===== config.mk =====
export PLATFORM = sky130hd
export DESIGN_NAME = riscv_mem_loader
export DESIGN_NICKNAME = d
export VERILOG_FILES = /design/src/rtl/riscv_mem_loader.sv
export SDC_FILE = /design/constraint.sdc
export NUM_CORES = 1
export LEC_CHECK = 0
export ABC_AREA = 1
export CORE_MARGIN = 5
export CORE_UTILIZATION = 51
export DETAILED_ROUTE_END_ITERATION = 8
export GPL_TIMING_DRIVEN = 0
export PLACE_DENSITY = 0.91
export SYNTH_ARGS = -nofsm -noshare
export SYNTH_HDL_FRONTEND = slang
export SYNTH_SLANG_ARGS = --single-unit

===== constraint.sdc =====
create_clock -name clk -period 2 [get_ports clk]
set_input_delay 0.2 -clock clk [delete_from_list [all_inputs] [get_ports clk]]
set_output_delay 0.2 -clock clk [all_outputs]
set_load 0.02 [all_outputs]

===== src/rtl/riscv_mem_loader.sv =====
// riscv_mem_loader: boot-time sequencer. It packs host words in pairs into
// instruction and data memory entries and drives the core's external-load
// port. The core is held in reset until the load completes.
//
// Ports:
//   clk, reset (async, active-low)
//   start, inst_len, data_len         load request; lengths sampled on start
//   s_valid, s_data, s_ready          host word stream (valid/ready)
//   enable_load_ex_mem                external-load enable to core memories
//   InstExMemAddress/Data1/Data2      instruction entry being written
//   DataExMemAddress/Data1/Data2      data entry being written
//   core_hold, busy, done, err        core reset hold and status
module riscv_mem_loader #(
  parameter int unsigned ADDR_W = 9,
  parameter int unsigned DEPTH  = 512
) (
  input  logic              clk,
  input  logic              reset,
  input  logic              start,
  input  logic [ADDR_W:0]   inst_len,
  input  logic [ADDR_W:0]   data_len,
  input  logic              s_valid,
  input  logic [31:0]       s_data,
  output logic              s_ready,
  output logic              enable_load_ex_mem,
  output logic [ADDR_W-1:0] InstExMemAddress,
  output logic [31:0]       InstExMemData1,
  output logic [31:0]       InstExMemData2,
  output logic [ADDR_W-1:0] DataExMemAddress,
  output logic [31:0]       DataExMemData1,
  output logic [31:0]       DataExMemData2,
  output logic              core_hold,
  output logic              busy,
  output logic              done,
  output logic              err
);

  localparam int unsigned LEN_W  = ADDR_W + 1;
  localparam int unsigned WORD_W = 32;

  typedef enum logic [2:0] {
    S_IDLE  = 3'd0,
    S_INST  = 3'd1,
    S_DATA  = 3'd2,
    S_FLUSH = 3'd3,
    S_DONE  = 3'd4
  } state_t;

  state_t              r_state;
  state_t              w_next;

  logic [LEN_W-1:0]    r_inst_len;
  logic [LEN_W-1:0]    r_data_len;
  logic [LEN_W-1:0]    r_inst_cnt;
  logic [LEN_W-1:0]    r_data_cnt;
  logic                r_half;
  logic [WORD_W-1:0]   r_shadow;

  logic                r_s_ready;
  logic                r_enable;
  logic                r_core_hold;
  logic                r_busy;
  logic                r_done;
  logic                r_err;
  logic [ADDR_W-1:0]   r_inst_addr;
  logic [WORD_W-1:0]   r_inst_d1;
  logic [WORD_W-1:0]   r_inst_d2;
  logic [ADDR_W-1:0]   r_data_addr;
  logic [WORD_W-1:0]   r_data_d1;
  logic [WORD_W-1:0]   r_data_d2;

  logic                w_start_seen;
  logic                w_len_bad;
  logic                w_start_go;
  logic                w_start_bad;
  logic                w_hs;
  logic                w_commit;
  logic                w_inst_last;
  logic                w_data_last;

  // start is only honoured while no load is in flight
  assign w_start_seen = start && ((r_state == S_IDLE) || (r_state == S_DONE));
  assign w_len_bad    = (inst_len > LEN_W'(DEPTH)) || (data_len > LEN_W'(DEPTH));
  assign w_start_go   = w_start_seen && !w_len_bad;
  assign w_start_bad  = w_start_seen && w_len_bad;

  // s_ready is registered and only high in INST/DATA, so it qualifies the phase
  assign w_hs        = s_valid && r_s_ready;
  assign w_commit    = w_hs && r_half;
  assign w_inst_last = (r_inst_cnt + LEN_W'(1)) == r_inst_len;
  assign w_data_last = (r_data_cnt + LEN_W'(1)) == r_data_len;

  // State register
  always_ff @(posedge clk or negedge reset) begin
    if (!reset) begin
      r_state <= S_IDLE;
    end else begin
      r_state <= w_next;
    end
  end

  // Next-state logic; empty phases are skipped straight from start
  always_comb begin
    w_next = r_state;
    case (r_state)
      S_IDLE, S_DONE: begin
        if (w_start_go) begin
          if (inst_len != '0)      w_next = S_INST;
          else if (data_len != '0) w_next = S_DATA;
          else                     w_next = S_FLUSH;
        end
      end
      S_INST: begin
        if (w_commit && w_inst_last) begin
          w_next = (r_data_len == '0) ? S_FLUSH : S_DATA;
        end
      end
      S_DATA: begin
        if (w_commit && w_data_last) w_next = S_FLUSH;
      end
      S_FLUSH: w_next = S_DONE;
      default: w_next = S_IDLE;
    endcase
  end

  // Status outputs registered from the next state so they align with r_state
  always_ff @(posedge clk or negedge reset) begin
    if (!reset) begin
      r_s_ready   <= 1'b0;
      r_enable    <= 1'b0;
      r_core_hold <= 1'b1;
      r_busy      <= 1'b0;
      r_done      <= 1'b0;
    end else begin
      r_s_ready   <= (w_next == S_INST) || (w_next == S_DATA);
      r_enable    <= (w_next == S_INST) || (w_next == S_DATA) || (w_next == S_FLUSH);
      r_core_hold <= (w_next != S_DONE);
      r_busy      <= (w_next == S_INST) || (w_next == S_DATA) || (w_next == S_FLUSH);
      r_done      <= (w_next == S_DONE);
    end
  end

  // Word packing, entry counters and load-port entry registers
  always_ff @(posedge clk or negedge reset) begin
    if (!reset) begin
      r_inst_len  <= '0;
      r_data_len  <= '0;
      r_inst_cnt  <= '0;
      r_data_cnt  <= '0;
      r_half      <= 1'b0;
      r_shadow    <= '0;
      r_err       <= 1'b0;
      r_inst_addr <= '0;
      r_inst_d1   <= '0;
      r_inst_d2   <= '0;
      r_data_addr <= '0;
      r_data_d1   <= '0;
      r_data_d2   <= '0;
    end else if (w_start_go) begin
      // Clearing the entry outputs makes idle phases write zero to entry 0
      r_inst_len  <= inst_len;
      r_data_len  <= data_len;
      r_inst_cnt  <= '0;
      r_data_cnt  <= '0;
      r_half      <= 1'b0;
      r_err       <= 1'b0;
      r_inst_addr <= '0;
      r_inst_d1   <= '0;
      r_inst_d2   <= '0;
      r_data_addr <= '0;
      r_data_d1   <= '0;
      r_data_d2   <= '0;
    end else if (w_start_bad) begin
      r_err <= 1'b1;
    end else if (w_hs) begin
      if (!r_half) begin
        r_shadow <= s_data;
        r_half   <= 1'b1;
      end else begin
        r_half <= 1'b0;
        if (r_state == S_INST) begin
          r_inst_addr <= r_inst_cnt[ADDR_W-1:0];
          r_inst_d1   <= r_shadow;
          r_inst_d2   <= s_data;
          r_inst_cnt  <= r_inst_cnt + LEN_W'(1);
        end else begin
          r_data_addr <= r_data_cnt[ADDR_W-1:0];
          r_data_d1   <= r_shadow;
          r_data_d2   <= s_data;
          r_data_cnt  <= r_data_cnt + LEN_W'(1);
        end
      end
    end
  end

  assign s_ready            = r_s_ready;
  assign enable_load_ex_mem = r_enable;
  assign core_hold          = r_core_hold;
  assign busy               = r_busy;
  assign done               = r_done;
  assign err                = r_err;
  assign InstExMemAddress   = r_inst_addr;
  assign InstExMemData1     = r_inst_d1;
  assign InstExMemData2     = r_inst_d2;
  assign DataExMemAddress   = r_data_addr;
  assign DataExMemData1     = r_data_d1;
  assign DataExMemData2     = r_data_d2;

endmodule


### Word level (Yosys, flattened, before mapping)

Index checks and enable logic that the tools add are counted.

* bits in registers: 227
* word-level logic and storage cells: 116
* input bits: 56
* output and inout port bits: 152

* add/sub/neg operators: 2
* $lt $le $gt $ge: 2
* reduce and logical (&&, ||, !) cells: 25
* eq/ne operators: 13
* bitwise logic cells: 3
* muxes and demuxes: 53

Operator list (number)
* 32-bit 2-to-1 mux: 20
* 10-bit 2-to-1 mux: 10
* 9-bit 2-to-1 mux: 10
* 10-bit by 1-bit adder with 10-bit output (second input constant): 2
* 10-bit equality test: 2
* 10-bit > comparator (second input constant): 2
* 10-bit nonzero test: 2
* 3-bit by 2-bit equality test with 1-bit output (second input constant): 4
* 3-bit case mux with 4 select lines: 1
* 4-bit AND reduction: 3
* 10-bit zero test: 1
* 3-bit 2-to-1 mux: 3
* 1-bit 2-to-1 mux: 8
* 2-bit nonzero test: 4
* 1-bit logical AND: 7
* 3-bit by 1-bit equality test with 1-bit output (second input constant): 2
* 3-bit equality test (second input constant): 2
* 1-bit logical OR: 4
* 2-bit != test (second input constant): 2
* 3-bit zero test: 1
* 3-bit != test (second input constant): 1
* 1-bit NOT: 3
* 2-bit 2-to-1 mux: 1
* 2-bit AND reduction: 1
* 2 further kinds: 2

### Longest topological paths before layout

* word-level depth: 9
* depth in mapped cells: 16
* mapped depth without buffers: 16

### Worst setup path after synthesis

No wires, ideal clock.

* path kind: register -> register
* start: register r_data_cnt[0]
* end: register r_s_ready, in the netlist s_ready
* required time: 1884 ps
* arrival: 1572 ps
* buffers on the path: 0
* library setup time: 116 ps
* clock period less this slack: 1688 ps
* slack: 312 ps
* cell stages (with the launch flop): 13
* path through: dfrtp_1 ha_1 or2_2 nand2_1 nand2_1 nand2_1 nand4_1 nor2_1 nand2_1 nor2_1 nor2_1 nand3_1 nand2_1

* cells in the longest elaborated chain, start to end: 7
* elaborated cells on any way between the ends: 8
* those cells by class: 1 x add/sub; 3 x eq/ne; 2 x mux; 2 x reduce/logical

RTL lines
* start: declaration: RTL line 55 `logic [LEN_W-1:0] r_data_cnt;`
* start signal: assignment: RTL line 190 `r_data_cnt <= r_data_cnt + LEN_W'(1);`
* 10-bit by 1-bit adder with 10-bit output *: RTL line 91 `assign w_data_last = (r_data_cnt + LEN_W'(1)) == r_data_len;`
* 10-bit equality test *: RTL line 91
* 1-bit logical AND *: RTL line 119 `if (w_commit && w_data_last) w_next = S_FLUSH;`
* 3-bit 2-to-1 mux *: RTL line 119
* 3-bit case mux with 4 select lines *: RTL line 105 `case (r_state)`
* 3-bit by 1-bit equality test with 1-bit output or 3-bit by 2-bit equality test with 1-bit output (tied branches): RTL line 135 `r_s_ready <= (w_next == S_INST) || (w_next == S_DATA);`
* 1-bit logical OR *: RTL line 135
* end signal: assignment: RTL line 135
* end: declaration: RTL line 59 `logic r_s_ready;`

Every way passes the cells marked *; elsewhere a longest branch is shown, timed or not.
A chain may end at the register's enable or synchronous reset.

### Final worst setup path

* start: register r_inst_cnt[1]
* end: register r_s_ready, in the netlist s_ready

* cells in the longest elaborated chain, start to end: 7
* elaborated cells on any way between the ends: 8
* those cells by class: 1 x add/sub; 3 x eq/ne; 2 x mux; 2 x reduce/logical

RTL lines
* start: declaration: RTL line 54 `logic [LEN_W-1:0] r_inst_cnt;`
* start signal: assignment: RTL line 185 `r_inst_cnt <= r_inst_cnt + LEN_W'(1);`
* 10-bit by 1-bit adder with 10-bit output *: RTL line 90 `assign w_inst_last = (r_inst_cnt + LEN_W'(1)) == r_inst_len;`
* 10-bit equality test *: RTL line 90
* 1-bit logical AND *: RTL line 114 `if (w_commit && w_inst_last) begin`
* 3-bit 2-to-1 mux *: RTL line 114
* 3-bit case mux with 4 select lines *: RTL line 105
* named net w_next[1]: RTL line 50 `state_t w_next;`
* 3-bit by 1-bit equality test with 1-bit output or 3-bit by 2-bit equality test with 1-bit output (tied branches): RTL line 135
* 1-bit logical OR *: RTL line 135

Mark *: on every way through the listed nets, which the timed path passes. The rest lies on a longest branch.

==> metrics <==
cell area power density=~1700 nW/um^2; number of endpoints with negative hold slack in the final report=0; min-delay worst type=in -> async; clock root buffer=sky130_fd_sc_hd__clkbuf_16; clk sink count=approximately 230; DRT Pass-1 Iters=6; cell occurring most often along the worst timing path=sky130_fd_sc_hd__nand2_2; dpl cells=~1500; number of nets with antenna violations after detailed routing=0; Mean Syn Cell Area=9.25 um^2; Die Outline Area=21400 um^2; leading cell type in the layout, fill and taps excluded=sky130_fd_sc_hd__nand2_1; max_slew headroom=between 60% and 70%; Final period util=101%; Startpoint Class=flop; placer's final routability congestion estimate=0.926; ordered cell list for the critical path=buf_6, ha_4, nand2_8, inv_4, nand2_4, o21bai_4, nand2_1, nand2_1, nand3_1, nor2_4, nand3_2, nand2_2, inv_1, nand2_2, nand2_2; Synthesis Warnings=0; count of filler cells inserted in the layout=between 1000 and 1500; placeable core region=between 15000 and 20000 um^2; final setup skew=~0.012 ns; htree depth=1; Fmax=between 400 and 500 MHz; Cell variety after synth=36; global-route usage over all layers=around 26%; count of buffers inserted at the top-level ports=207; Seq cells post-synth=around 230; total congestion overflow=0; DP HPWL=between 20000 and 25000 um; violated checks=negative setup slack; final routed DRC violation total=0; IO Count=~210; CP max stage delay=0.38 ns; final worst path period need=2.02 ns; Die X-Extent=~150 um; average via count per standard cell=5.54; number of nets in the synthesized netlist=between 1000 and 1500; Layout Nets=1331; cts bufs inserted=23; number of maximum-capacitance constraint violations=0; Final setup viols=1; part of the Yosys area used for sequential elements=roughly 60%; highest ir drop seen on vdd=around 0.9 mV; register clock-pin slew on the reported worst setup and hold paths=around 0.07 ns; top fanout value on the critical path=5; number of DRC markers in iteration 0=roughly 690; Synth Instances=around 1000; outcome=finished with violations; arrival time at the worst endpoint=between 2 and 2.5 ns; number of placement rows=49; slew at the pin closest to its max-slew limit=between 0.5 and 0.6 ns; least setup slack across all paths after layout=-0.0197 ns; Post-Place Setup Slack=-0.476 ns; Critical path buffers and inverters=3; drt total wl=roughly 29000 um; setup TNS after final layout=-0.0197 ns; area grow syn2layout=37.9%; clock tree from TritonCTS=yes; Die Height=approximately 150 um; Pleak=approximately 6.3 nW; Post-Syn Area=approximately 9500 um^2; kind of capture point of the worst setup path=flop; pin count of the biggest net entering global routing=95; Avg WL per Cell=approximately 19 um; number of pins exceeding their max-slew limit in the final report=0; Hold Worst Slack=about 0.18 ns; share of cells above drive strength 1=~15%; required time at the endpoint of the critical path=2.39 ns; global-route wire length before repair=45100 um; class of the most critical setup path=reg -> reg; via count of the first global-routing pass=8528; family with the most delay on the worst path=simple AND/OR/NAND/NOR gates; number of buffers between clock root and the deepest sink=3; number of antenna violations at the first check in global routing=0; number of standard cells in the final layout excluding fillers=1518; effective utilization at floorplan=between 50% and 60%; Critical Path Slowest Stage Cell=sky130_fd_sc_hd__dfrtp_1; vias after detailed routing=about 8400; most frequent cells in the layout=sky130_fd_sc_hd__nand2_1, sky130_fd_sc_hd__dfrtp_1, sky130_fd_sc_hd__clkdlybuf4s50_1, sky130_fd_sc_hd__inv_1, sky130_fd_sc_hd__o21ai_0; setup repair after global routing missed its margin=true; Antenna Diode Count=0; clock insertion delay at the later pin of the skew report=between 0.5 and 0.6 ns
-- metal layers --
layer  routed length [um]  part of all wire (%)  global-route usage (%)
met1                11100                    39                    32.7
met2                14100                    49                    43.8
met3                 2120                   7.4                    5.86
met4                 1270                   4.4                    9.88
met5                    0                     0                       0
-- kinds of logic after synthesis --
family                   synth area share (%)
AND/OR/NAND/NOR                          18.8
flip-flops                               60.1
AO/OA/AOI/OAI                            10.4
buffers and inverters                    6.34
multiplexers                             3.81
XOR/XNOR                                0.278
adder cells (fa/ha/maj)                 0.265
-- path summary, 6_finish.rpt --
check | start | to | slack (ns) | cells after the start
setup / recovery | r_inst_cnt[1] | s_ready | -0.02 | 15
hold / removal | reset | InstExMemData2[15] | 0.18 | 2
setup reg to reg | r_inst_cnt[1] | s_ready | -0.02 | 15
hold reg to reg | InstExMemData1[11] | InstExMemData1[11] | 0.49 | 2
max in group asynchronous | reset | core_hold | 1.02 | 3
min in group clk | data_len[6] | r_data_len[6] | 0.25 | 3
-- cell usage after synthesis, drive strengths merged --
cell type	count	share of area (%)
a21boi	2	0.16
a21o	1	0.079
a21oi	14	0.74
a22oi	17	1.3
a32oi	1	0.093
buf	36	2.4
clkbuf	15	0.60
dfrtp	226	60
dfstp	1	0.28
ha	2	0.26
inv	85	3.4
mux2	32	3.8
nand2	332	13
nand3	32	1.7
nand3b	8	0.64
nand4	6	0.40
nor2	51	2.1
nor3	7	0.48
nor4	2	0.13
o21a	1	0.079
o21ai	141	7.5
o21bai	2	0.16
o22ai	3	0.20
o31a	1	0.093
or2	1	0.066
xnor2	1	0.093
xor2	2	0.19
-- report_power, final --
group	total [W]	leakage, nW	internal (W)	switching (W)
Clock	0.00442	0.395	0.00262	0.00179
Sequential	0.00783	2.86	0.00653	0.00130
Combinational	0.00934	3.09	0.00412	0.00522
Total	0.0216	6.35	0.0133	0.00831
-- registers in the layout, indices dropped and copies added, names as in the netlist, 3 cells and up --
name / cells
r_data_len: 10
DataExMemData1: 32
DataExMemAddress: 9
DataExMemData2: 32
r_shadow: 32
InstExMemData1: 32
InstExMemData2: 32
InstExMemAddress: 9
r_inst_cnt: 10
r_state: 3
r_data_cnt: 10
r_inst_len: 10
-- stage by stage --
step | instance area, um^2 | power (W) | utilization [%]
floorplan | 9460 | 0.0124 | -
global placement | 11800 | 0.0162 | 65.3
detailed placement | 11900 | 0.0166 | 65.7
CTS | 12800 | 0.0212 | 70.5
global route | 13000 | 0.0228 | 72.1
finish | 13000 | 0.0216 | 72.1
-- cell type report --
cell class / count / area, um^2 / share of cell area (%)
inverter: 85 / 332 / 2.54
buffer: 51 / 309 / 2.37
clock inverter: 10 / 104 / 0.796
sequential: 227 / 5690 / 43.6
timing repair buffer: 226 / 2270 / 17.4
tap: 229 / 287 / 2.20
multi-input combinational: 659 / 3380 / 25.9
clock buffer: 31 / 676 / 5.18
-- timing repair --
item,in CTS,in global routing
endpoints found under the setup margin,101,160
endpoints found under the hold margin,41,0
cloned,0,0
resized for setup,22,66
setup buffers,4,12
hold buffers,1,0
pin swaps,3,15
No activity file was read; power rests on OpenSTA's default activity.
